===== src/rtl/noc_queue_param_if.sv =====
// Handshake bundle for noc_queue_param: producer push side, consumer pop side,
// occupancy flags and sticky error indicators.
interface noc_queue_param_if #(
    parameter int DATA_W = 32,
    parameter int DEPTH  = 4
);
    localparam int CNT_W = $clog2(DEPTH) + 1;

    logic              Flush;
    logic              PushReq;
    logic [DATA_W-1:0] PushData;
    logic              Full;
    logic              AlmostFull;
    logic              PopReq;
    logic [DATA_W-1:0] PopData;
    logic              Empty;
    logic              AlmostEmpty;
    logic [CNT_W-1:0]  Count;
    logic              Overflow;
    logic              Underflow;

    modport master (
        output Flush, PushReq, PushData, PopReq,
        input  Full, AlmostFull, PopData, Empty, AlmostEmpty, Count, Overflow, Underflow
    );

    modport slave (
        input  Flush, PushReq, PushData, PopReq,
        output Full, AlmostFull, PopData, Empty, AlmostEmpty, Count, Overflow, Underflow
    );
endinterface


===== src/rtl/noc_queue_param.sv =====
// Parameterised first-word-fall-through queue with occupancy thresholds,
// synchronous flush and sticky overflow/underflow indicators.
module noc_queue_param #(
    parameter int DATA_W    = 32,
    parameter int DEPTH     = 4,
    parameter int AFULL_TH  = DEPTH - 1,
    parameter int AEMPTY_TH = 1
) (
    input logic             CLK,
    input logic             RST,
    noc_queue_param_if.slave q
);
    localparam int PTR_W = $clog2(DEPTH);
    localparam int CNT_W = PTR_W + 1;

    logic [DATA_W-1:0] mem_q [DEPTH];

    logic [PTR_W-1:0] wp_q, wp_d;
    logic [PTR_W-1:0] rp_q, rp_d;
    logic [CNT_W-1:0] count_q, count_d;
    logic             overflow_q, overflow_d;
    logic             underflow_q, underflow_d;

    logic full, empty, push_ok, pop_ok;

    // A push into a full queue is still accepted when a pop frees the head slot at the same edge.
    always_comb begin
        full    = (count_q == CNT_W'(DEPTH));
        empty   = (count_q == '0);
        pop_ok  = q.PopReq && !empty;
        push_ok = q.PushReq && (!full || pop_ok);

        wp_d        = wp_q;
        rp_d        = rp_q;
        count_d     = count_q;
        overflow_d  = overflow_q;
        underflow_d = underflow_q;

        if (q.Flush) begin
            wp_d        = '0;
            rp_d        = '0;
            count_d     = '0;
            overflow_d  = 1'b0;
            underflow_d = 1'b0;
        end else begin
            if (push_ok) wp_d = wp_q + PTR_W'(1);
            if (pop_ok)  rp_d = rp_q + PTR_W'(1);
            case ({push_ok, pop_ok})
                2'b10:   count_d = count_q + CNT_W'(1);
                2'b01:   count_d = count_q - CNT_W'(1);
                default: count_d = count_q;
            endcase
            if (q.PushReq && !push_ok) overflow_d  = 1'b1;
            if (q.PopReq && empty)     underflow_d = 1'b1;
        end
    end

    always_ff @(posedge CLK or posedge RST) begin
        if (RST) begin
            wp_q        <= '0;
            rp_q        <= '0;
            count_q     <= '0;
            overflow_q  <= 1'b0;
            underflow_q <= 1'b0;
        end else begin
            wp_q        <= wp_d;
            rp_q        <= rp_d;
            count_q     <= count_d;
            overflow_q  <= overflow_d;
            underflow_q <= underflow_d;
        end
    end

    // Storage is deliberately left out of reset; stale words are never visible while Empty.
    always_ff @(posedge CLK) begin
        if (!q.Flush && push_ok) begin
            mem_q[wp_q] <= q.PushData;
        end
    end

    assign q.Full        = full;
    assign q.Empty       = empty;
    assign q.AlmostFull  = (count_q >= CNT_W'(AFULL_TH));
    assign q.AlmostEmpty = (count_q <= CNT_W'(AEMPTY_TH));
    assign q.Count       = count_q;
    assign q.Overflow    = overflow_q;
    assign q.Underflow   = underflow_q;
    assign q.PopData     = mem_q[rp_q];
endmodule


===== src/flat_wrapper.sv =====
// flat-port wrapper written by rule: the top's interface ports become plain ports
module noc_queue_param_flat 
#(
    parameter int DATA_W    = 32,
    parameter int DEPTH     = 4,
    parameter int AFULL_TH  = DEPTH - 1,
    parameter int AEMPTY_TH = 1
)
  (CLK, RST, q_Flush, q_PushReq, q_PushData, q_PopReq, q_Full, q_AlmostFull, q_PopData, q_Empty, q_AlmostEmpty, q_Count, q_Overflow, q_Underflow);
  noc_queue_param_if #(.DATA_W(DATA_W), .DEPTH(DEPTH)) q_i ();
  input logic CLK;
  input logic RST;
  input wire logic [$bits(q_i.Flush)-1:0] q_Flush;
  input wire logic [$bits(q_i.PushReq)-1:0] q_PushReq;
  input wire logic [$bits(q_i.PushData)-1:0] q_PushData;
  input wire logic [$bits(q_i.PopReq)-1:0] q_PopReq;
  output wire logic [$bits(q_i.Full)-1:0] q_Full;
  output wire logic [$bits(q_i.AlmostFull)-1:0] q_AlmostFull;
  output wire logic [$bits(q_i.PopData)-1:0] q_PopData;
  output wire logic [$bits(q_i.Empty)-1:0] q_Empty;
  output wire logic [$bits(q_i.AlmostEmpty)-1:0] q_AlmostEmpty;
  output wire logic [$bits(q_i.Count)-1:0] q_Count;
  output wire logic [$bits(q_i.Overflow)-1:0] q_Overflow;
  output wire logic [$bits(q_i.Underflow)-1:0] q_Underflow;
  assign q_i.Flush = q_Flush;
  assign q_i.PushReq = q_PushReq;
  assign q_i.PushData = q_PushData;
  assign q_i.PopReq = q_PopReq;
  assign q_Full = q_i.Full;
  assign q_AlmostFull = q_i.AlmostFull;
  assign q_PopData = q_i.PopData;
  assign q_Empty = q_i.Empty;
  assign q_AlmostEmpty = q_i.AlmostEmpty;
  assign q_Count = q_i.Count;
  assign q_Overflow = q_i.Overflow;
  assign q_Underflow = q_i.Underflow;
  noc_queue_param #(.DATA_W(DATA_W), .DEPTH(DEPTH), .AFULL_TH(AFULL_TH), .AEMPTY_TH(AEMPTY_TH)) u_core (.CLK(CLK), .RST(RST), .q(q_i));
endmodule

===== config.mk =====
export PLATFORM = sky130hd
export DESIGN_NAME = noc_queue_param_flat
export DESIGN_NICKNAME = d
export VERILOG_FILES = /design/src/rtl/noc_queue_param_if.sv /design/src/rtl/noc_queue_param.sv /design/src/flat_wrapper.sv
export SDC_FILE = /design/constraint.sdc
export NUM_CORES = 1
export LEC_CHECK = 0
export CAP_MARGIN = 20
export CORE_ASPECT_RATIO = 1.2
export CORE_MARGIN = 5
export CORE_UTILIZATION = 35
export DETAILED_ROUTE_END_ITERATION = 6
export SLEW_MARGIN = 10
export SYNTH_ARGS = -nofsm -noshare
export SYNTH_HDL_FRONTEND = slang
export SYNTH_SLANG_ARGS = --single-unit

===== constraint.sdc =====
create_clock -name CLK -period 2.98 [get_ports CLK]
set_clock_uncertainty 0.1 [all_clocks]
set_input_delay 0.298 -clock CLK [delete_from_list [all_inputs] [get_ports CLK]]
set_output_delay 0.298 -clock CLK [all_outputs]
set_load 0.02 [all_outputs]

==> results of run 1 <==
-- metrics by stage --
stage	power (mW)	instance area, sq um	hold WS [ns]
CTS	5.901	6948	0.03324
finish	5.803	6948	0.04010
detailed placement	3.835	6364	0.3923
global route	6.082	6948	0.06418
floorplan	3.215	5275	0.02592
global placement	3.833	6364	0.4062
-- sequential cells by signal (all words and copies together) (netlist names) --
name and count:
u_core.mem_q 128, u_core.q.Count 3, u_core.q.Overflow 1, u_core.q.Underflow 1
u_core.rp_q 2, u_core.wp_q 2
-- routing by layer --
| metal | part of all wire (%) | vias up |
|---|---|---|
| li1 | - | 1176 |
| met3 | 6.8 | 15 |
| met4 | 1.4 | 0 |
| met1 | 38 | 1313 |
| met2 | 54 | 75 |
| met5 | 0 | - |
-- synth_stat cells (all sizes together), types with 2 or more instances --
cell    number  area share (%)
a21oi        4            0.38
and2         4            0.47
buf          9             1.1
clkbuf       3            0.21
dfrtp        9             4.3
edfxtp     128              73
ha           8             1.9
inv          9            0.64
mux4        32              14
nand3b       2            0.28
nor2        13            0.93
nor2b        3            0.40
nor3         2            0.19
o21ai        4            0.45
xnor2        4            0.66
-- worst min-delay path by stage --
stage | cells after the start | endpoint | from | slack, ns
2_1_floorplan | 1 | u_core.q.Count[0]$_DFFE_PP0P_ | RST | 0.03
3_3_place_gp | 2 | u_core.q.Overflow$_DFFE_PP0P_ | u_core.q.Overflow$_DFFE_PP0P_ | 0.41
3_5_place_dp | 2 | u_core.q.Overflow$_DFFE_PP0P_ | u_core.q.Overflow$_DFFE_PP0P_ | 0.39
4_1_cts | 2 | u_core.q.Count[0]$_DFFE_PP0P_ | RST | 0.03
5_1_grt | 2 | u_core.q.Overflow$_DFFE_PP0P_ | RST | 0.06
6_report | 2 | u_core.q.Count[0]$_DFFE_PP0P_ | RST | 0.04
-- power by group through the flow --
stage | combinational, mW | clock [mW] | sequential [mW]
detailed placement | 1.52 | 0 | 2.31
finish | 1.49 | 2.04 | 2.27
CTS | 1.53 | 2.09 | 2.28
global route | 1.61 | 2.19 | 2.29
global placement | 1.52 | 0 | 2.31
floorplan | 0.910 | 0 | 2.30
-- logic make-up after synthesis --
kind of cell / share of synthesized area (%)
and+or+nand+nor: 2.585
DFF: 77.13
xor gates and xnor gates: 0.8301
adders and majority gates: 1.898
buffers and inverters: 1.969
muxes: 13.85
AOI/OAI and AO/OA: 1.732
-- critical path, cell delays in order (launching register included) --
cell and delay [ns]:
dfrtp_1 0.43, inv_1 0.14, ha_1 0.30, nor2b_2 0.31, clkdlybuf4s50_1 0.65
-- area by class of cell --
cell class	instances	area [sq um]
flip-flops and latches	137	4071
clock buffers	17	425.4
clock inverters	15	158.9
multi-input cells	86	1107
repair buffers	87	895.9
fillers	1275	7950
inverters	9	33.78
well taps	204	255.2
==> results.yml, run 1 <==
die:
  num_rows: 49
  die_w_um: 122.1
  initial_core_util_pct: 35.41
  io_pins: 78
  die_area_sq_um: 17640
  die_y_um: 144.5
  coreArea_sq_um: 14900
synth:
  netlist_instances: 244
  yosysSeqAreaShare_pct: 77.13
  synth_cell_type_count: 30
  synth-main-ff-cell: "edfxtp_1"
  async_flop_share_pct: 6.569
  ys_seq_elements: 137
  synth.avg_cell_area_sq_um: 21.62
  syn_nets: 289
  yosys_warnings: 0
  synth_edf_count: 128
  netlist_area_sq_um: 5275
pwr:
  switching_share_pct: 26.25
  power_frac_comb_pct: 25.7
  power.internal_mw: 4.280
  peakVddDrop_v: 0.0004959
  p_seq_share_pct: 39.2
  leakagePower_nw: 2.277
  p_clk_share_pct: 35.1
  p_sw_mw: 1.523
  powerDensity_nw_per_um2: 835.2
final_layout:
  layout_commonest_cell: "edfxtp_1"
  nNetsFinal: 383
  antennaDiodeCount: 0
  post-route-util_pct: 46.64
  final_cell_mix: "128 x edfxtp_1, 77 x clkdlybuf4s50_1, 32 x mux4_2"
  drive_gt1_share_pct: 22.22
  instances_no_fill: 555
  syn2layout_area_growth_pct: 31.71
route:
  wirelength_um: 9807
  route.antenna.remaining_nets: 0
  drc: 0
  first_iter_violations: 135
  drt_first_pass_iters: 4
  route.vias.total: 2579
  viasPerCell: 4.647
  routedWlPerCell_um: 17.67
global_routing:
  gr-usage-met3_pct: 5.516
  grt_pass1_wl_um: 15630
  gr-total-overflow: 0
  antenna_found_initial: 0
  use_met1_pct: 12.99
  grt_max_degree: 28
  grt.busiest_layer: "met2"
  first_global_vias: 2874
  use_met2_pct: 21.30
  track_usage_pct: 12.25
clock_tree:
  cts_tree: "built"
  cts_resized: 0
  cts.sinks: 137
  cts_buffers: 17
  cts-root-buf: "clkbuf_16"
  ctsHtreeMaxLevel: 4
  cts_hold_buf: 0
  clk_path_buf_depth: 2
  cts.reportedPaths.clkPinSlew_ns: 0.06
  post_cts_buffers: 0
  insertion_delay_ns: 0.42
placement:
  place_ws_ns: 0.6378
  portBuffers: 77
  gp_congestion: 0.8165
  placedCellCount: 523
  dp_hpwl_um: 6383
worst_setup_path:
  critPathKind: "reg -> out"
  r2r_cells: 7
  critPathCapture: "q_Empty"
  startpoint: "u_core.q.Count[1]$_DFFE_PP0P_"
  startpoint_type: "register"
  path_max_fanout: 7
  regToRegSetupSlack_ns: 0.73
  required_ns: 2.58
  rr_endpoint: "u_core.mem_q[0][12]$_DFFE_PP_"
  cp.arrival_ns: 2.25
  r2r_start: "u_core.q.Count[1]$_DFFE_PP0P_"
  end_kind: "output port"
job:
  cap_violations: 0
timing:
  rsz0062_at_grt: "no"
  fin_crit_sh_pct: 88.99
  fin_ws_ns: 0.3282
  min_period_ns: 2.652
  slew_headroom_pct: 73.51
  slew_violations: 0
  finalHoldViolCount: 0
  clock.fmax_mhz: 377.1
  setup_viol: 0
  tightest_slew_ns: 0.3973
  fin_tns_setup_ns: 0
run_status:
  status: "finished, final reports clean"
worst_hold_path:
  hold_class: "in -> async"
No activity file was read; power rests on OpenSTA's default activity.
==> inputs of run 2 (changes only) <==
--- a/config.mk
+++ b/config.mk
@@ -10,6 +10,7 @@
 export CORE_MARGIN = 5
 export CORE_UTILIZATION = 35
 export DETAILED_ROUTE_END_ITERATION = 6
+export HOLD_SLACK_MARGIN = 0.08
 export SLEW_MARGIN = 10
 export SYNTH_ARGS = -nofsm -noshare
 export SYNTH_HDL_FRONTEND = slang
==> results.yml, run 2 (synthesis gave the netlist of run 1 again) <==
clock_tree:
  cts_resized: 0
  cts.reportedPaths.clkPinSlew_ns: 0.06
  post_cts_buffers: 0
  cts.sinks: 137
  cts_tree: "built"
  ctsHtreeMaxLevel: 4
  insertion_delay_ns: 0.42
  cts-root-buf: "clkbuf_16"
  cts_buffers: 17
  cts_hold_buf: 1
  clk_path_buf_depth: 2
worst_setup_path:
  startpoint: "u_core.q.Count[1]$_DFFE_PP0P_"
  critPathTopFamily: "buffers and inverters"
  r2r_start: "u_core.q.Count[1]$_DFFE_PP0P_"
  startpoint_type: "register"
  crit_slowest_cell: "clkdlybuf4s50_1"
  regToRegSetupSlack_ns: 0.73
  r2r_cells: 7
  critPathKind: "reg -> out"
  end_kind: "output port"
  cp.arrival_ns: 2.26
  crit_chain: "inv_1 -> ha_1 -> nor2b_2 -> clkdlybuf4s50_1"
  crit_buf_inv: 2
  rr_endpoint: "u_core.mem_q[0][12]$_DFFE_PP_"
  required_ns: 2.58
  path_max_fanout: 7
  cpPeakStageDelay_ns: 0.65
run_status:
  status: "finished, final reports clean"
global_routing:
  grt_max_degree: 28
  first_global_vias: 2888
  gr-total-overflow: 0
  track_usage_pct: 12.29
  antenna_found_initial: 0
  grt_pass1_wl_um: 15680
route:
  drt_first_pass_iters: 4
  wirelength_um: 9832
  drc: 0
  first_iter_violations: 154
  routedWlPerCell_um: 17.68
  route.vias.total: 2574
  viasPerCell: 4.629
  route.antenna.remaining_nets: 0
final_layout:
  drive_gt1_share_pct: 22.16
  fillCellCount: 1276
  layout_commonest_cell: "edfxtp_1"
  instances_no_fill: 556
  regMostFlops: "u_core.mem_q"
  largest_reg_flops: 128
  post-route-util_pct: 46.70
  antennaDiodeCount: 0
  final_cell_mix: "128 x edfxtp_1, 77 x clkdlybuf4s50_1, 32 x mux4_2"
  syn2layout_area_growth_pct: 31.90
  nNetsFinal: 384
die:
  coreArea_sq_um: 14900
  die_area_sq_um: 17640
  num_rows: 49
  initial_core_util_pct: 35.41
  io_pins: 78
  die_w_um: 122.1
  die_y_um: 144.5
timing:
  finalHoldViolCount: 0
  tightest_slew_ns: 0.3971
  rsz0062_at_grt: "no"
  fin_tns_setup_ns: 0
  slew_headroom_pct: 73.52
  slew_violations: 0
  setup_viol: 0
  clock.fmax_mhz: 376.8
  fin_crit_sh_pct: 89.06
  min_period_ns: 2.654
pwr:
  peakVddDrop_v: 0.0004972
  total_power_mw: 5.806
  leakagePower_nw: 2.282
  powerDensity_nw_per_um2: 834.4
worst_hold_path:
  hold_end: "u_core.q.Overflow$_DFFE_PP0P_"
  hold_class: "reg -> reg"
  hp-start: "u_core.q.Overflow$_DFFE_PP0P_"
  whs_path_depth: 2
job:
  cap_violations: 0
placement:
  dp_hpwl_um: 6383
  placedCellCount: 523
  gp_congestion: 0.8165
  portBuffers: 77
run 2: changes by cell type in the layout (fill, tap and decap cells not counted), sizes merged:
cell         previous run  this run
dlygate4sd3             0         1
run 2: area by class of cell:
cell class	instances	area [sq um]	share of cell area, %
Sequential cell	137	4071	58.51
Inverter	9	33.78	0.4855
Tap cell	204	255.2	3.668
Multi-Input combinational cell	86	1107	15.91
Timing Repair Buffer	88	905.9	13.02
Clock inverter	15	158.9	2.284
Clock buffer	17	425.4	6.114
run 2: metal layers:
metal	share of wire (%)	global-route usage, %
met5	0	0
met4	1.4	4.953
met3	6.8	5.516
met2	54	21.39
met1	38	13.01
run 2: power breakdown:
| part | leakage [nW] | switching, mW | internal [mW] | total (mW) |
|---|---|---|---|---|
| registers | 1.28 | 0.0627 | 2.21 | 2.27 |
| clock network | 0.276 | 0.743 | 1.30 | 2.04 |
| logic | 0.725 | 0.719 | 0.773 | 1.49 |
run 2: how the worst max path moves through the flow:
stage	slack, ns	cells after the start	end
finish	0.33	4	q_Empty
detailed placement	0.64	5	u_core.mem_q[1][4]$_DFFE_PP_
global placement	0.69	5	u_core.mem_q[1][3]$_DFFE_PP_
global route	0.21	4	q_Empty
floorplan	0.44	6	u_core.mem_q[0][0]$_DFFE_PP_
CTS	0.31	4	q_Empty
run 2: worst min-delay path, delay by kind of cell (launching register included):
kind             cells  cell delay, ns
flip-flops           1            0.35
AND/OR/NAND/NOR      1            0.07
AO/OA/AOI/OAI        1            0.05
run 2: stage by stage:
stage	area (sq um)	setup WS, ns	hold WS (ns)
after global routing	6958	0.2059	0.4171
after global placement	6364	0.6916	0.4062
after detailed placement	6364	0.6378	0.3923
after floorplan	5275	0.4363	0.02592
final	6958	0.3261	0.4041
after CTS	6958	0.3135	0.3940
==> inputs of run 3 (changes only) <==
--- a/config.mk
+++ b/config.mk
@@ -11,6 +11,7 @@
 export CORE_UTILIZATION = 35
 export DETAILED_ROUTE_END_ITERATION = 6
 export HOLD_SLACK_MARGIN = 0.08
+export MAX_ROUTING_LAYER = met4
 export SLEW_MARGIN = 10
 export SYNTH_ARGS = -nofsm -noshare
 export SYNTH_HDL_FRONTEND = slang
==> results.yml, run 3 (synthesis gave the netlist of run 1 again) <==
final_layout:
  final_cell_mix: "128 x edfxtp_1, 77 x clkdlybuf4s50_1, 32 x mux4_2"
  syn2layout_area_growth_pct: 31.90
  largest_reg_flops: 128
  nNetsFinal: 384
  antennaDiodeCount: 0
  regMostFlops: "u_core.mem_q"
  layout_commonest_cell: "edfxtp_1"
  drive_gt1_share_pct: 22.16
pwr:
  leakagePower_nw: 2.282
  total_power_mw: 5.808
  peakVddDrop_v: 0.0005002
  powerDensity_nw_per_um2: 834.8
timing:
  fin_tns_setup_ns: 0
  rsz0062_at_grt: "no"
  fin_crit_sh_pct: 89.51
  min_period_ns: 2.667
  clock.fmax_mhz: 374.9
  slew_headroom_pct: 73.47
  finalHoldViolCount: 0
  tightest_slew_ns: 0.3980
  setup_viol: 0
  slew_violations: 0
run_status:
  status: "finished, final reports clean"
worst_setup_path:
  end_kind: "output port"
  regToRegSetupSlack_ns: 0.72
  path_max_fanout: 7
  r2r_cells: 7
  critPathKind: "reg -> out"
  cp.arrival_ns: 2.27
  required_ns: 2.58
  rr_endpoint: "u_core.mem_q[0][12]$_DFFE_PP_"
  crit_slowest_cell: "clkdlybuf4s50_1"
  critPathCapture: "q_Empty"
  startpoint_type: "register"
  r2r_start: "u_core.q.Count[1]$_DFFE_PP0P_"
  crit_chain: "inv_1 -> ha_1 -> nor2b_2 -> clkdlybuf4s50_1"
  cpPeakStageDelay_ns: 0.66
  startpoint: "u_core.q.Count[1]$_DFFE_PP0P_"
clock_tree:
  cts_resized: 0
  post_cts_buffers: 0
  cts_tree: "built"
  insertion_delay_ns: 0.41
  cts-root-buf: "clkbuf_16"
  ctsHtreeMaxLevel: 4
  cts.reportedPaths.clkPinSlew_ns: 0.06
  cts_buffers: 17
  clk_path_buf_depth: 2
  cts.sinks: 137
route:
  drt_first_pass_iters: 4
  route.antenna.remaining_nets: 0
  first_iter_violations: 152
  wirelength_um: 9872
  drc: 0
  viasPerCell: 4.631
  routedWlPerCell_um: 17.76
  route.vias.total: 2575
die:
  die_w_um: 122.1
  io_pins: 78
  die_y_um: 144.5
  initial_core_util_pct: 35.41
  num_rows: 49
  coreArea_sq_um: 14900
  die_area_sq_um: 17640
placement:
  gp_congestion: 0.8286
  portBuffers: 77
  dp_hpwl_um: 6383
global_routing:
  antenna_found_initial: 0
  gr-total-overflow: 0
  grt_max_degree: 28
  first_global_vias: 2885
  grt_pass1_wl_um: 15680
  track_usage_pct: 12.65
job:
  cap_violations: 0
worst_hold_path:
  hp-start: "u_core.q.Overflow$_DFFE_PP0P_"
  hold_class: "reg -> reg"
-- run 3: how the worst min path moves through the flow --
stage                                    end  slack (ns)  cells past startpoint
2_1_floorplan  u_core.q.Count[0]$_DFFE_PP0P_        0.03                      1
5_1_grt         u_core.mem_q[2][4]$_DFFE_PP_        0.42                      1
4_1_cts        u_core.mem_q[0][13]$_DFFE_PP_        0.39                      1
6_report       u_core.q.Overflow$_DFFE_PP0P_        0.41                      2
3_3_place_gp   u_core.q.Overflow$_DFFE_PP0P_        0.41                      2
3_5_place_dp   u_core.q.Overflow$_DFFE_PP0P_        0.39                      2
-- run 3: power breakdown --
part / leakage (nW) / switching (mW) / internal, mW
Clock: 0.276 / 0.744 / 1.30
Sequential: 1.28 / 0.0629 / 2.21
Combinational: 0.725 / 0.721 / 0.774
-- run 3: cell type report --
class	instances	area [sq um]
fill	1276	7940
sequential	137	4071
multi-input combinational	86	1107
timing repair buffer	88	905.9
clock buffer	17	425.4
tap	204	255.2
clock inverter	15	158.9
inverter	9	33.78
-- run 3: worst max-delay path, delay by kind of cell (launching register included) --
family | cells | cell delay, ns
fa+ha+maj | 1 | 0.30
buf+inv | 2 | 0.80
flops | 1 | 0.44
simple gates | 1 | 0.32
-- run 3: per-stage QoR --
step	util (%)	area, sq um	setup slack, ns	hold slack, ns	cells
5_1_grt	46.70	6958	0.2082	0.4185	556
2_1_floorplan	-	5275	0.4363	0.02592	244
3_5_place_dp	42.71	6364	0.6378	0.3923	523
4_1_cts	46.70	6958	0.3135	0.3940	556
3_3_place_gp	42.71	6364	0.6916	0.4062	523
6_report	46.70	6958	0.3126	0.4061	556
-- run 3: timing repair --
action / 4_1_cts / 5_1_grt
hold buffers: 1 / 0
endpoints found under the hold margin: 9 / 0
endpoints found under the setup margin: 0 / 0
-- run 3: routing by layer --
layer	routed length, um	global-route usage (%)	up-vias	share of wire, %
met1	3822	13.25	1302	39
met5	0	-	-	0
met3	577	4.773	19	5.8
met2	5282	21.39	76	54
li1	-	-	1178	-
met4	189	5.483	0	1.9
